### config.mk
export PLATFORM = sky130hd
export DESIGN_NAME = mac_seq_acc
export DESIGN_NICKNAME = d
export VERILOG_FILES = /design/src/rtl/mac_pkg.sv /design/src/rtl/mac_shift_add.sv /design/src/rtl/mac_seq_acc.sv
export SDC_FILE = /design/constraint.sdc
export NUM_CORES = 1
export LEC_CHECK = 0
export BUFFER_PORTS_ARGS = -buffer_cell sky130_fd_sc_hd__buf_2
export CAP_MARGIN = 0
export CORE_MARGIN = 1
export CORE_UTILIZATION = 45
export CTS_BUF_LIST = sky130_fd_sc_hd__clkbuf_2
export DETAILED_ROUTE_END_ITERATION = 10
export PLACE_DENSITY_LB_ADDON = 0.15
export SLEW_MARGIN = 10
export SYNTH_ARGS = -nofsm -noshare
export SYNTH_HDL_FRONTEND = slang
export SYNTH_SLANG_ARGS = --single-unit
### constraint.sdc
create_clock -name CLK -period 3.2 [get_ports CLK]
set_clock_uncertainty 0.05 [all_clocks]
set_input_delay 0.64 -clock CLK [delete_from_list [all_inputs] [get_ports CLK]]
set_output_delay 0.64 -clock CLK [all_outputs]
set_load 0.05 [all_outputs]
### src/rtl/mac_pkg.sv
// ============================================================================
// mac_pkg : shared state encoding and default widths for mac_seq_acc
// Rev 1.0
// ============================================================================
`default_nettype none

package mac_pkg;

  localparam int N_DEF     = 4;
  localparam int ACC_W_DEF = 12;

  typedef enum logic [1:0] {
    IDLE = 2'd0,
    MUL  = 2'd1,
    ACC  = 2'd2,
    DONE = 2'd3
  } mac_state_t;

endpackage

`default_nettype wire

### src/rtl/mac_shift_add.sv
// ============================================================================
// mac_shift_add : operand registers and one conditional shift-add per step
// Rev 1.0
// ============================================================================
`default_nettype none

module mac_shift_add
  import mac_pkg::*;
#(
  parameter int N     = N_DEF,
  parameter int CNT_W = 2
) (
  input  logic             CLK,
  input  logic             CLR,
  input  logic             load,
  input  logic             step,
  input  logic [N-1:0]     a,
  input  logic [N-1:0]     b,
  input  logic [CNT_W-1:0] cnt,
  output logic [2*N-1:0]   product
);

  logic [N-1:0]   r_mcand;
  logic [N-1:0]   r_mplier;
  logic [2*N-1:0] r_prod;
  logic [2*N-1:0] w_addend;

  // Multiplicand weight for this step comes from the controller's bit counter.
  assign w_addend = (2*N)'(r_mcand) << cnt;

  always_ff @(posedge CLK or negedge CLR) begin
    if (!CLR) begin
      r_mcand  <= '0;
      r_mplier <= '0;
      r_prod   <= '0;
    end else if (load) begin
      r_mcand  <= a;
      r_mplier <= b;
      r_prod   <= '0;
    end else if (step) begin
      if (r_mplier[0]) begin
        r_prod <= r_prod + w_addend;
      end
      r_mplier <= r_mplier >> 1;
    end
  end

  assign product = r_prod;

endmodule

`default_nettype wire

### src/rtl/mac_seq_acc.sv
// ============================================================================
// mac_seq_acc : sequential shift-and-add multiply with wide wrapping accumulator
// Rev 1.0
// ============================================================================
`default_nettype none

module mac_seq_acc
  import mac_pkg::*;
#(
  parameter int N     = N_DEF,
  parameter int ACC_W = ACC_W_DEF
) (
  input  logic             CLK,
  input  logic             CLR,
  input  logic             start,
  input  logic             clr_acc,
  input  logic [N-1:0]     a,
  input  logic [N-1:0]     b,
  output logic             busy,
  output logic             done,
  output logic [ACC_W-1:0] acc_out,
  output logic             ovf
);

  localparam int CNT_W = (N > 1) ? $clog2(N) : 1;
  localparam logic [CNT_W-1:0] c_last = CNT_W'(N - 1);

  mac_state_t       r_state;
  logic [CNT_W-1:0] r_cnt;
  logic [ACC_W-1:0] r_acc;
  logic             r_ovf;
  logic             r_busy;
  logic             r_done;

  logic             w_load;
  logic             w_step;
  logic [2*N-1:0]   w_product;
  logic [ACC_W:0]   w_sum;

  assign w_load = (r_state == IDLE) && start;
  assign w_step = (r_state == MUL);

  mac_shift_add #(
    .N     (N),
    .CNT_W (CNT_W)
  ) u_shift_add (
    .CLK     (CLK),
    .CLR     (CLR),
    .load    (w_load),
    .step    (w_step),
    .a       (a),
    .b       (b),
    .cnt     (r_cnt),
    .product (w_product)
  );

  // Extra top bit of the sum is the carry that sets the sticky overflow.
  assign w_sum = {1'b0, r_acc} + (ACC_W + 1)'(w_product);

  always_ff @(posedge CLK or negedge CLR) begin
    if (!CLR) begin
      r_state <= IDLE;
      r_cnt   <= '0;
      r_acc   <= '0;
      r_ovf   <= 1'b0;
      r_busy  <= 1'b0;
      r_done  <= 1'b0;
    end else begin
      r_done <= 1'b0;
      case (r_state)
        IDLE: begin
          if (clr_acc) begin
            r_acc <= '0;
            r_ovf <= 1'b0;
          end
          if (start) begin
            r_cnt   <= '0;
            r_busy  <= 1'b1;
            r_state <= MUL;
          end
        end
        MUL: begin
          r_cnt <= r_cnt + 1'b1;
          if (r_cnt == c_last) begin
            r_state <= ACC;
          end
        end
        ACC: begin
          r_acc <= w_sum[ACC_W-1:0];
          if (w_sum[ACC_W]) begin
            r_ovf <= 1'b1;
          end
          r_done  <= 1'b1;
          r_state <= DONE;
        end
        DONE: begin
          r_busy  <= 1'b0;
          r_state <= IDLE;
        end
        default: begin
          r_busy  <= 1'b0;
          r_state <= IDLE;
        end
      endcase
    end
  end

  assign busy    = r_busy;
  assign done    = r_done;
  assign acc_out = r_acc;
  assign ovf     = r_ovf;

endmodule

`default_nettype wire

After elaboration in Yosys (flattened, before gate mapping)
Index checks and enable logic that the tools add are counted.

Bits in registers: 35. Logic and storage cells: 52.

Shifts and indexed selects: 1. Eq/ne operators: 8. Reduce and logical (&&, ||, !) cells: 13. Add/sub/neg operators: 3. Mux-type cells: 18.

Operators with widths (number): 2-to-1 mux 8 bit (3); one-hot mux 12 bit (2 select lines) (1); adder 12 x 8 -> 13 bit (1); 2-to-1 mux 12 bit (1); AND reduction 2 bit (5); nonzero test 2 bit (5); adder 8 bit (1); 2-to-1 mux 4 bit (2); inequality test 2 bit (second input constant) (4); one-hot mux 2 bit (4 select lines) (1); << shifter 4 x 2 -> 8 bit (1); equality test 2 bit (second input constant) (3); 2-to-1 mux 2 bit (3); 2-to-1 mux 1 bit (4); one-hot mux 1 bit (2 select lines) (2); one-hot mux 2 bit (2 select lines) (1); AND reduction 3 bit (1); adder 2 x 1 -> 2 bit (second input constant) (1); equality test 2 x 1 -> 1 bit (second input constant) (1); zero test 2 bit (1); logical AND 1 bit (1).

Logic depth before layout (Yosys ltp)
Gate-level depths: netlist of the first run.

Depth after elaboration: 5. Depth in mapped cells: 9. Gate-level depth less buffers: 8.

Cells and area by module
Synthesis of the first run repeated with hierarchy kept, for this count alone.

Cell total of the unflattened synthesis: 237. Area total of the unflattened synthesis: 2288.4 sq um.

By module, submodules not included: mac_seq_acc (cells each 129, area each 1208.7 sq um, instances 1); mac_shift_add (cells each 108, area each 1079.8 sq um, instances 1).

Least setup slack after synthesis of the first run
Ideal clock, no wire load.

Path type: reg-to-reg. Start: register r_cnt[0]. End: register u_shift_add.r_prod[6] (netlist: u_shift_add.product[6]). Clock period less this slack: 2.282 ns. Path slack: 0.918 ns. Cell stages (with the launch flop): 10. Arrival: 2.104 ns. Path buffers: 1. Path through: dfrtp_1 clkbuf_1 mux2i_1 nor2_1 fa_1 a21o_1 a21oi_1 o21ai_0 mux2i_1 nand3_1.

Longest elaborated chain between the ends: 5.

Ends and longest elaborated chain: from (decl) (RTL line mac_seq_acc.sv:29) `logic [CNT_W-1:0] r_cnt;`; from (signal assigned) (RTL line mac_seq_acc.sv:83) `r_cnt <= r_cnt + 1'b1;`; << shifter 4 x 2 -> 8 bit (RTL line mac_shift_add.sv:29) `assign w_addend = (2*N)'(r_mcand) << cnt;`; adder 8 bit (RTL line mac_shift_add.sv:42) `r_prod <= r_prod + w_addend;`; 2-to-1 mux 8 bit (RTL line mac_shift_add.sv:41) `if (r_mplier[0]) begin`; 2-to-1 mux 8 bit (RTL line mac_shift_add.sv:40) `end else if (step) begin`; 2-to-1 mux 8 bit (RTL line mac_shift_add.sv:36) `end else if (load) begin`; to (signal assigned) (RTL line mac_shift_add.sv:42); to (decl) (RTL line mac_shift_add.sv:25) `logic [2*N-1:0] r_prod;`.

Every way passes these cells. The select of a mux whose other input is x is not followed. A chain may end at the register's enable or synchronous reset.

Worst setup path after layout of the first run
Same ends and word-level chain as after synthesis.

==> reports/qor.yml, run 1 <==
pwr:
  max-vdd-ir-drop_mv: 0.403
  power_leakage_nw: 1.29
  seq_power_share: 0.326
  p_comb_frac: 0.587
  powerDensity_nw_per_um2: 955
  pwr-share-clk: 0.087
  power_switching_w: 0.00122
  swShare: 0.507
  cell_internal_pwr_w: 0.00119
critical_path:
  critPathKind: "flip-flop to flip-flop"
  cp_num_buf_inv: 0
  cp.arrival_ns: 2.65
  end_kind: "flip-flop"
  path_max_fanout: 11
  crit_top_cell: "mux2i_1"
  start_kind: "flip-flop"
  required_ns: 3.44
  r2r_slack_ns: 0.79
  crit_chain: "mux2i_1, nor2_1, fa_1, a21o_1, a21oi_1, o21ai_0, mux2i_1, nand3_1"
  cpLargestDelayFamily: "flip-flops"
  reg2reg_from: "r_cnt[0]"
  reg2reg_to: "u_shift_add.product[6]"
  worst_path_max_delay_cell: "dfrtp_1"
  rr_worst_depth: 8
  crit_path_max_incr_delay_ns: 0.62
floorplanning:
  ios: 27
  die_h_um: 73.7
  core_area_um2: 4850
  initial_utilization: 0.477
  row_count: 25
  die_w_um: 73.7
  die_area_um2: 5430
synth:
  yosys_warnings: 0
  ys_seq_area_frac: 0.379
  synth_most_common_cell: "nand2_1"
  syn_area_um2: 2310
  yosysTopAreaCell: "dfrtp_1"
  syn_inst: 256
  synth-async-reset-ratio: 1.00
  synth_area_leaders: "dfrtp_1 (38%), ha_1 (11%), nand2_1 (7.0%)"
  ys_top_cells_by_count: "nand2_1 (43), dfrtp_1 (35), ha_1 (20), a21oi_1 (17), nor2_1 (13)"
  synth_top_area_frac: 0.379
  syn_avg_cell_area_um2: 9.03
  dominantRegCellSynth: "dfrtp_1"
  ys_ff_latch: 35
  yosysUniqueCellTypes: 44
  synth_nets: 290
  synth_edf_count: 0
timing:
  hold_ws_ns: 0.257
  relSlewSlack: 0.456
  tightest_slew_ns: 0.816
  hold_violations: 0
  period_needed_ns: 2.41
  fin_tns_setup_ns: 0
  fmax_mhz: 416
  rsz0062_at_grt: "false"
  fin_crit_sh: 0.752
  slew_violations: 0
  setup_violations: 0
routing:
  ant_nets: 0
  vias_per_cell: 5.42
  num_vias: 1886
  wirelength_um: 4840
  drc: 0
  drtIter0Drc: 97
  wl_per_cell_um: 13.9
  drt_pre_antenna_iters: 4
placed_design:
  portBuffers: 26
  gp_congestion: 0.882
  dpl_cell_area_um2: 2490
  dpl.hpwl_um: 3450
global_route:
  overflow: 0
  track_usage: 0.207
  grt_pass1_vias: 1737
  antenna_found_initial: 0
  grt_max_degree: 36
  grt_pass1_wl_um: 8470
cells_and_area:
  design_area_um2: 2530
  drive_above_1_share: 0.139
  antenna_cells: 0
  num-fill-cells: 486
  post-route-util: 0.522
  layout.nets: 314
  area_growth_pct: 9.36
cts:
  cts_tree: "yes"
  cts_buffers: 5
  htree_levels: 2
  clkSlewWorstSetupHoldPaths_ns: 0.19
  post_cts_buffers: 0
  cts.path.max_buffers: 2
  worstSkewPairLatency_ns: 0.39
  cts_sinks: 35
  cts_hold_buffers: 0
  cts-root-buf: "clkbuf_2"
  cts_resized: 0
run:
  max_cap_viol_count: 0
status:
  status: "finished, final reports clean"
hold_path:
  hp-class: "input pin to async pin"
==> stage by stage <==
step	worst slack, ns	power [W]	instances
floorplan	0.918	0.00192	256
global placement	0.950	0.00221	340
detailed placement	0.881	0.00221	340
CTS	0.828	0.00243	348
global route	0.611	0.00267	348
finish	0.793	0.00242	348
==> how the worst max path moves through the flow <==
stage	start	end	slack, ns	depth (start not counted)
3_3_place_gp	r_cnt[0]	u_shift_add.product[6]	0.95	8
3_5_place_dp	r_cnt[0]	u_shift_add.product[6]	0.88	8
2_1_floorplan	r_cnt[0]	u_shift_add.product[6]	0.92	9
4_1_cts	r_cnt[0]	u_shift_add.product[6]	0.83	8
5_1_grt	r_state[0]	acc_out[10]	0.61	7
6_report	r_cnt[0]	u_shift_add.product[6]	0.79	8
==> placed cells by master, fill, tap and decap left out, drive strengths merged, types with 4 or more instances in the layout <==
cell type  netlist  layout
nand2           43      43
a21o             8       8
inv              6       6
nor3b            4       4
buf              5      27
nor3             7       7
a21oi           18      18
mux2i           10      10
a211oi           4       4
nor2            13      13
ha              20      20
nand3           11      11
clkbuf           5       6
dfrtp           35      35
o21ai           21      21
xnor2            6       6
==> flip-flops by register name (all words and copies together), names as in the netlist <==
register	flops
acc_out	12
u_shift_add.product	8
u_shift_add.r_mcand	4
u_shift_add.r_mplier	4
r_cnt	2
r_state	2
busy	1
done	1
ovf	1
==> power groups by stage <==
| stage | Combinational [W] | Clock, W | Sequential, W |
|---|---|---|---|
| after floorplan | 0.00102 | 0 | 0.000899 |
| after global placement | 0.00142 | 0 | 0.000793 |
| after detailed placement | 0.00142 | 0 | 0.000797 |
| after CTS | 0.00142 | 0.000219 | 0.000787 |
| after global routing | 0.00162 | 0.000237 | 0.000815 |
| final | 0.00142 | 0.000210 | 0.000787 |
==> per-layer routing <==
layer  global-route usage  vias to the layer above  routed length (µm)  share of wire
li1                     -                      959                   -              -
met1                0.314                      876                2500           0.52
met2                0.282                       42                2030           0.42
met3               0.0466                        9                 222          0.046
met4               0.0726                        0                  96          0.020
met5                    0                        -                   0              0
==> area by class of cell <==
cell class	instances	area [µm²]	area share
multi-input cells	205	1370	0.542
flip-flops and latches	35	876	0.346
repair buffers	27	138	0.0544
well taps	67	83.8	0.0332
clock buffers	6	30.0	0.0119
inverters	6	22.5	0.00891
clock inverters	2	7.51	0.00297
==> kinds of logic after synthesis <==
| family | share of synthesized area |
|---|---|
| AND/OR/NAND/NOR | 0.220 |
| AO/OA/AOI/OAI | 0.174 |
| flip-flops | 0.379 |
| adder cells (fa/ha/maj) | 0.126 |
| buffers and inverters | 0.0281 |
| multiplexers | 0.0433 |
| XOR/XNOR | 0.0303 |
Note: power is estimated with default switching activity, not from simulation.
==> run 2: changes to the inputs <==
--- a/config.mk
+++ b/config.mk
@@ -5,6 +5,7 @@
 export SDC_FILE = /design/constraint.sdc
 export NUM_CORES = 1
 export LEC_CHECK = 0
+export ABC_AREA = 1
 export BUFFER_PORTS_ARGS = -buffer_cell sky130_fd_sc_hd__buf_2
 export CAP_MARGIN = 0
 export CORE_MARGIN = 1
==> constraint.sdc (replaced) <==
create_clock -name CLK -period 2.1 [get_ports CLK]
set_clock_uncertainty 0.05 [all_clocks]
set_input_delay 0.42 -clock CLK [delete_from_list [all_inputs] [get_ports CLK]]
set_output_delay 0.42 -clock CLK [all_outputs]
set_load 0.05 [all_outputs]
==> run 2 against run 1 <==
Maximum frequency is 24% higher. Sequential power is 46% higher. Sequential share of layout area is 0.69 points lower. Critical path type unchanged. Synthesized area is 1.8% lower. Largest cell class unchanged.
==> reports/qor.yml, run 2 <==
status:
  status: "finished, final reports clean"
cells_and_area:
  layout.nets: 367
  final_common_cell: "nand2_1"
  antenna_cells: 0
  largest_reg_flops: 12
  mostFrequentLayoutCells: "nand2_1 (89), dfrtp_1 (34), inv_1 (30)"
  num-fill-cells: 475
  drive_above_1_share: 0.159
  area_growth_pct: 13.8
timing:
  hold_violations: 0
  hold_ws_ns: 0.159
  slew_violations: 0
  tightest_slew_ns: 0.445
  fmax_mhz: 515
  setup_violations: 0
  fin_tns_setup_ns: 0
  relSlewSlack: 0.703
  fin_crit_sh: 0.925
  period_needed_ns: 1.94
placed_design:
  gp_congestion: 0.851
  dpl.hpwl_um: 3680
  portBuffers: 26
floorplanning:
  die_area_um2: 5330
  die_w_um: 73.0
  ios: 27
  core_area_um2: 4790
  die_h_um: 73.0
  initial_utilization: 0.474
  row_count: 25
routing:
  drtIter0Drc: 110
  wirelength_um: 4990
  ant_nets: 0
  drc: 0
  num_vias: 2004
  wl_per_cell_um: 12.4
  vias_per_cell: 5.00
  drt_pre_antenna_iters: 5
synth:
  syn_inst: 297
  synth_most_common_cell: "nand2_1"
  syn_area_um2: 2270
  synth_top_area_frac: 0.386
  syn_avg_cell_area_um2: 7.64
  synth_area_leaders: "dfrtp_1 (39%), nand2_1 (15%), ha_1 (11%)"
  yosysUniqueCellTypes: 28
  synth-async-reset-ratio: 1.00
  ys_top_cells_by_count: "nand2_1 (89), dfrtp_1 (35), inv_1 (31), nand3_1 (28), nor2_1 (26)"
  dominantRegCellSynth: "dfrtp_1"
  ys_ff_latch: 35
  synth_nets: 331
  yosysTopAreaCell: "dfrtp_1"
  synth_edf_count: 0
  ys_seq_area_frac: 0.386
  yosys_warnings: 0
pwr:
  max-vdd-ir-drop_mv: 0.558
  power_leakage_nw: 1.42
  powerDensity_nw_per_um2: 1400
hold_path:
  whs_path_depth: 3
  min_to: "u_shift_add.r_mcand[0]"
  hp-class: "input pin to flip-flop"
  worstHoldStart: "a[0]"
critical_path:
  required_ns: 2.35
  worst_path_max_delay_cell: "dfrtp_2"
  cpLargestDelayFamily: "simple AND/OR/NAND/NOR gates"
  rr_worst_depth: 10
  cp_num_buf_inv: 1
  path_max_fanout: 7
  crit_path_max_incr_delay_ns: 0.49
  path_depth: 10
  critPathKind: "flip-flop to flip-flop"
  reg2reg_from: "r_cnt[0]"
  cp.arrival_ns: 2.20
  r2r_slack_ns: 0.16
  start_kind: "flip-flop"
  reg2reg_to: "u_shift_add.product[6]"
  end_kind: "flip-flop"
  crit_chain: "inv_4, o21ai_0, mux2i_1, ha_1, a21oi_1, or2_2, nand3_1, nand2_1, nand3_1, nand2_1"
cts:
  cts_tree: "yes"
  cts.path.max_buffers: 2
  cts_buffers: 5
  cts_sinks: 35
  worstSkewPairLatency_ns: 0.39
  htree_levels: 2
  cts-root-buf: "clkbuf_2"
  clkSlewWorstSetupHoldPaths_ns: 0.19
global_route:
  overflow: 0
  track_usage: 0.210
  grt_pass1_vias: 1945
  grt_max_degree: 36
  grt_pass1_wl_um: 8560
  antenna_found_initial: 0
run:
  max_cap_viol_count: 0
-- run 2: cell types whose count changed after synthesis, moves of 7 or more --
cell	before	now
nand3_1	11	28
o21ai_0	12	21
a21o_1	8	1
inv_1	6	31
nor2_1	13	26
mux2i_1	10	2
nand2_1	43	89
-- run 2: worst max path at each step --
stage                from                     end  slack (ns)
6_report         r_cnt[0]  u_shift_add.product[6]        0.16
3_5_place_dp     r_cnt[0]  u_shift_add.product[6]        0.09
4_1_cts          r_cnt[0]  u_shift_add.product[6]        0.05
3_3_place_gp     r_cnt[0]  u_shift_add.product[6]        0.13
2_1_floorplan  acc_out[0]              acc_out[8]        0.13
5_1_grt          r_cnt[0]  u_shift_add.product[5]       -0.02
-- run 2: worst min-delay path, stage by stage --
cell and delay (ns):
buf_2 0.07, nand2_1 0.04, nand2_1 0.04
-- run 2: what timing repair did --
item | 4_1_cts | 5_1_grt
hold endpoints to repair | 17 | 0
buffers inserted | 0 | 0
setup endpoints to repair | 0 | 5
resized for setup | 0 | 6
hold buffers | 1 | 0
-- run 2: per-layer routing --
metal,vias up,part of all wire,global-route usage
met1,930,0.47,0.256
met2,28,0.50,0.376
met5,-,0,0
met3,7,0.022,0.0373
li1,1039,-,-
met4,0,0.012,0.0588
-- run 2: metrics by stage --
| step | std cells | total power (W) | setup WS (ns) | area [µm²] | util |
|---|---|---|---|---|---|
| after detailed placement | 392 | 0.00318 | 0.0885 | 2500 | 0.522 |
| final | 401 | 0.00363 | 0.156 | 2580 | 0.540 |
| after global placement | 392 | 0.00314 | 0.128 | 2500 | 0.522 |
| after CTS | 401 | 0.00363 | 0.0494 | 2570 | 0.537 |
| after floorplan | 297 | 0.00269 | 0.128 | 2270 | - |
| after global routing | 401 | 0.00397 | -0.0150 | 2580 | 0.540 |
-- run 2: layout make-up --
type | count | area (µm²) | area share
well taps | 67 | 83.8 | 0.0324
clock inverters | 3 | 38.8 | 0.0150
clock buffers | 5 | 25.0 | 0.00969
flip-flops and latches | 35 | 877 | 0.339
multi-input cells | 225 | 1250 | 0.484
inverters | 34 | 130 | 0.0504
repair buffers | 32 | 178 | 0.0688
-- run 2: cell families after synthesis --
kind of cell,share of synthesized area
and+or+nand+nor,0.284
xor gates and xnor gates,0.0154
DFF,0.386
muxes,0.00882
adders and majority gates,0.128
buffers and inverters,0.0673
AOI/OAI and AO/OA,0.110
-- run 2: where the power goes --
part / switching (W) / leakage, nW / internal [W] / total, W
registers: 0.000240 / 0.462 / 0.000914 / 0.00115
logic: 0.00134 / 0.918 / 0.000695 / 0.00203
clock network: 0.000246 / 0.0404 / 0.000196 / 0.000442
total: 0.00182 / 1.42 / 0.00181 / 0.00363
==> run 3: changes to the inputs <==
--- a/config.mk
+++ b/config.mk
@@ -8,8 +8,10 @@
 export ABC_AREA = 1
 export BUFFER_PORTS_ARGS = -buffer_cell sky130_fd_sc_hd__buf_2
 export CAP_MARGIN = 0
+export CELL_PAD_IN_SITES_DETAIL_PLACEMENT = 1
+export CELL_PAD_IN_SITES_GLOBAL_PLACEMENT = 2
 export CORE_MARGIN = 1
-export CORE_UTILIZATION = 45
+export CORE_UTILIZATION = 32
 export CTS_BUF_LIST = sky130_fd_sc_hd__clkbuf_2
 export DETAILED_ROUTE_END_ITERATION = 10
 export PLACE_DENSITY_LB_ADDON = 0.15
==> run 3 against run 2 <==
Count of clock-buffer cells in the layout did not move. Largest power group unchanged. Critical endpoint is now u_shift_add.product[7]. Sequential power hardly changed. Hold slack worse by 0.019 ns. Largest cell class unchanged. Sequential share of layout area fell by 1.1 points.
==> reports/qor.yml, run 3 (same netlist as run 2, synthesis figures left out) <==
global_route:
  grt_max_degree: 36
  antenna_found_initial: 0
  grt_pass1_wl_um: 9940
  grt_pass1_vias: 2081
  overflow: 0
  track_usage: 0.171
timing:
  setup_violations: 0
  tightest_slew_ns: 0.501
  rsz0062_at_grt: "true"
  layout_setup_ws_ns: 0.153
  fmax_mhz: 514
  slew_violations: 0
  hold_violations: 0
  fin_crit_sh: 0.927
  relSlewSlack: 0.666
  hold_ws_ns: 0.141
  period_needed_ns: 1.95
routing:
  drc: 0
  drt_pre_antenna_iters: 4
  ant_nets: 0
  num_vias: 2058
  drtIter0Drc: 28
  wirelength_um: 5620
  wl_per_cell_um: 12.9
  vias_per_cell: 4.71
cells_and_area:
  largest_reg_flops: 12
  final_common_cell: "nand2_1"
  layout.nets: 374
  mostFrequentLayoutCells: "nand2_1 (89), dfrtp_1 (33), inv_1 (29), nor2_1 (26), buf_2 (26)"
  post-route-util: 0.391
  area_growth_pct: 17.6
  antenna_cells: 0
  drive_above_1_share: 0.194
  instances_no_fill: 437
cts:
  cts-root-buf: "clkbuf_2"
  clkSlewWorstSetupHoldPaths_ns: 0.21
  cts.path.max_buffers: 2
  htree_levels: 2
  cts_sinks: 35
  worstSkewPairLatency_ns: 0.41
  cts_tree: "yes"
  cts_buffers: 5
critical_path:
  reg2reg_to: "u_shift_add.product[7]"
  critPathKind: "flip-flop to flip-flop"
  cp.arrival_ns: 2.22
  start_kind: "flip-flop"
  rr_worst_depth: 11
  worstSetupStartpoint: "r_cnt[0]"
  r2r_slack_ns: 0.15
  path_max_fanout: 5
  end_kind: "flip-flop"
  reg2reg_from: "r_cnt[0]"
  required_ns: 2.37
floorplanning:
  die_h_um: 86.2
  row_count: 30
  initial_utilization: 0.332
  core_area_um2: 6830
  die_w_um: 86.2
  ios: 27
  die_area_um2: 7430
run:
  max_cap_viol_count: 0
pwr:
  powerDensity_nw_per_um2: 1380
  seq_power_share: 0.306
  p_comb_frac: 0.599
  power_leakage_nw: 1.45
  max-vdd-ir-drop_mv: 0.419
  cell_internal_pwr_w: 0.00180
  swShare: 0.510
  power_switching_w: 0.00188
  pwr-share-clk: 0.095
hold_path:
  min_to: "u_shift_add.r_mcand[0]"
  worstHoldStart: "a[0]"
  whs_path_depth: 3
  hp-class: "input pin to flip-flop"
placed_design:
  portBuffers: 26
  gp_congestion: 0.732
  place_ws_ns: 0.0295
  dpl.hpwl_um: 4360
  dp.cells: 421
status:
  status: "finished, final reports clean"
-- run 3: layer usage --
| layer | track usage | routed length [µm] | up-vias |
|---|---|---|---|
| li1 | - | - | 1052 |
| met1 | 0.219 | 2630 | 978 |
| met2 | 0.297 | 2800 | 22 |
| met3 | 0.0314 | 126 | 6 |
| met4 | 0.0455 | 63 | 0 |
| met5 | 0 | 0 | - |
-- run 3: power by group through the flow --
| stage | logic [W] | clock network, W | registers [W] |
|---|---|---|---|
| 2_1_floorplan | 0.00133 | 0 | 0.00137 |
| 3_3_place_gp | 0.00204 | 0 | 0.00114 |
| 3_5_place_dp | 0.00207 | 0 | 0.00115 |
| 4_1_cts | 0.00208 | 0.000374 | 0.00114 |
| 5_1_grt | 0.00254 | 0.000405 | 0.00117 |
| 6_report | 0.00220 | 0.000350 | 0.00112 |
-- run 3: worst max-delay path: stages (launching register included) --
cell and delay [ns]:
dfrtp_2 0.49, buf_4 0.16, mux2i_2 0.18, mux2i_1 0.10, ha_1 0.32, nand2_1 0.10
nor2_1 0.13, nand2_1 0.06, nand3_1 0.10, nand3_1 0.08, nand2_1 0.06, nor2_1 0.04
-- run 3: repair_timing --
item,CTS,global route
hold buffers,1,0
endpoints found under the setup margin,1,5
buffers inserted,0,7
pin swaps,0,5
endpoints found under the hold margin,35,0
resized for setup,1,13
-- run 3: cell type report --
class | count | area [µm²]
multi-input cells | 225 | 1270
repair buffers | 39 | 230
clock buffers | 5 | 25.0
well taps | 96 | 120
clock inverters | 3 | 20.0
fillers | 887 | 4160
inverters | 34 | 128
flip-flops and latches | 35 | 878
-- run 3: how the worst max path moves through the flow --
stage | end | depth (start not counted) | slack, ns
2_1_floorplan | acc_out[8] | 8 | 0.13
3_3_place_gp | u_shift_add.product[6] | 10 | 0.07
3_5_place_dp | u_shift_add.product[6] | 10 | 0.03
4_1_cts | u_shift_add.product[6] | 10 | 0.06
5_1_grt | u_shift_add.product[7] | 12 | -0.04
6_report | u_shift_add.product[7] | 11 | 0.15
-- run 3: per-stage QoR --
stage	cell area (µm²)	total power [W]	setup TNS, ns
2_1_floorplan	2270	0.00269	0
3_3_place_gp	2530	0.00319	0
3_5_place_dp	2530	0.00323	0
4_1_cts	2590	0.00359	0
5_1_grt	2670	0.00411	-0.0436
6_report	2670	0.00368	0
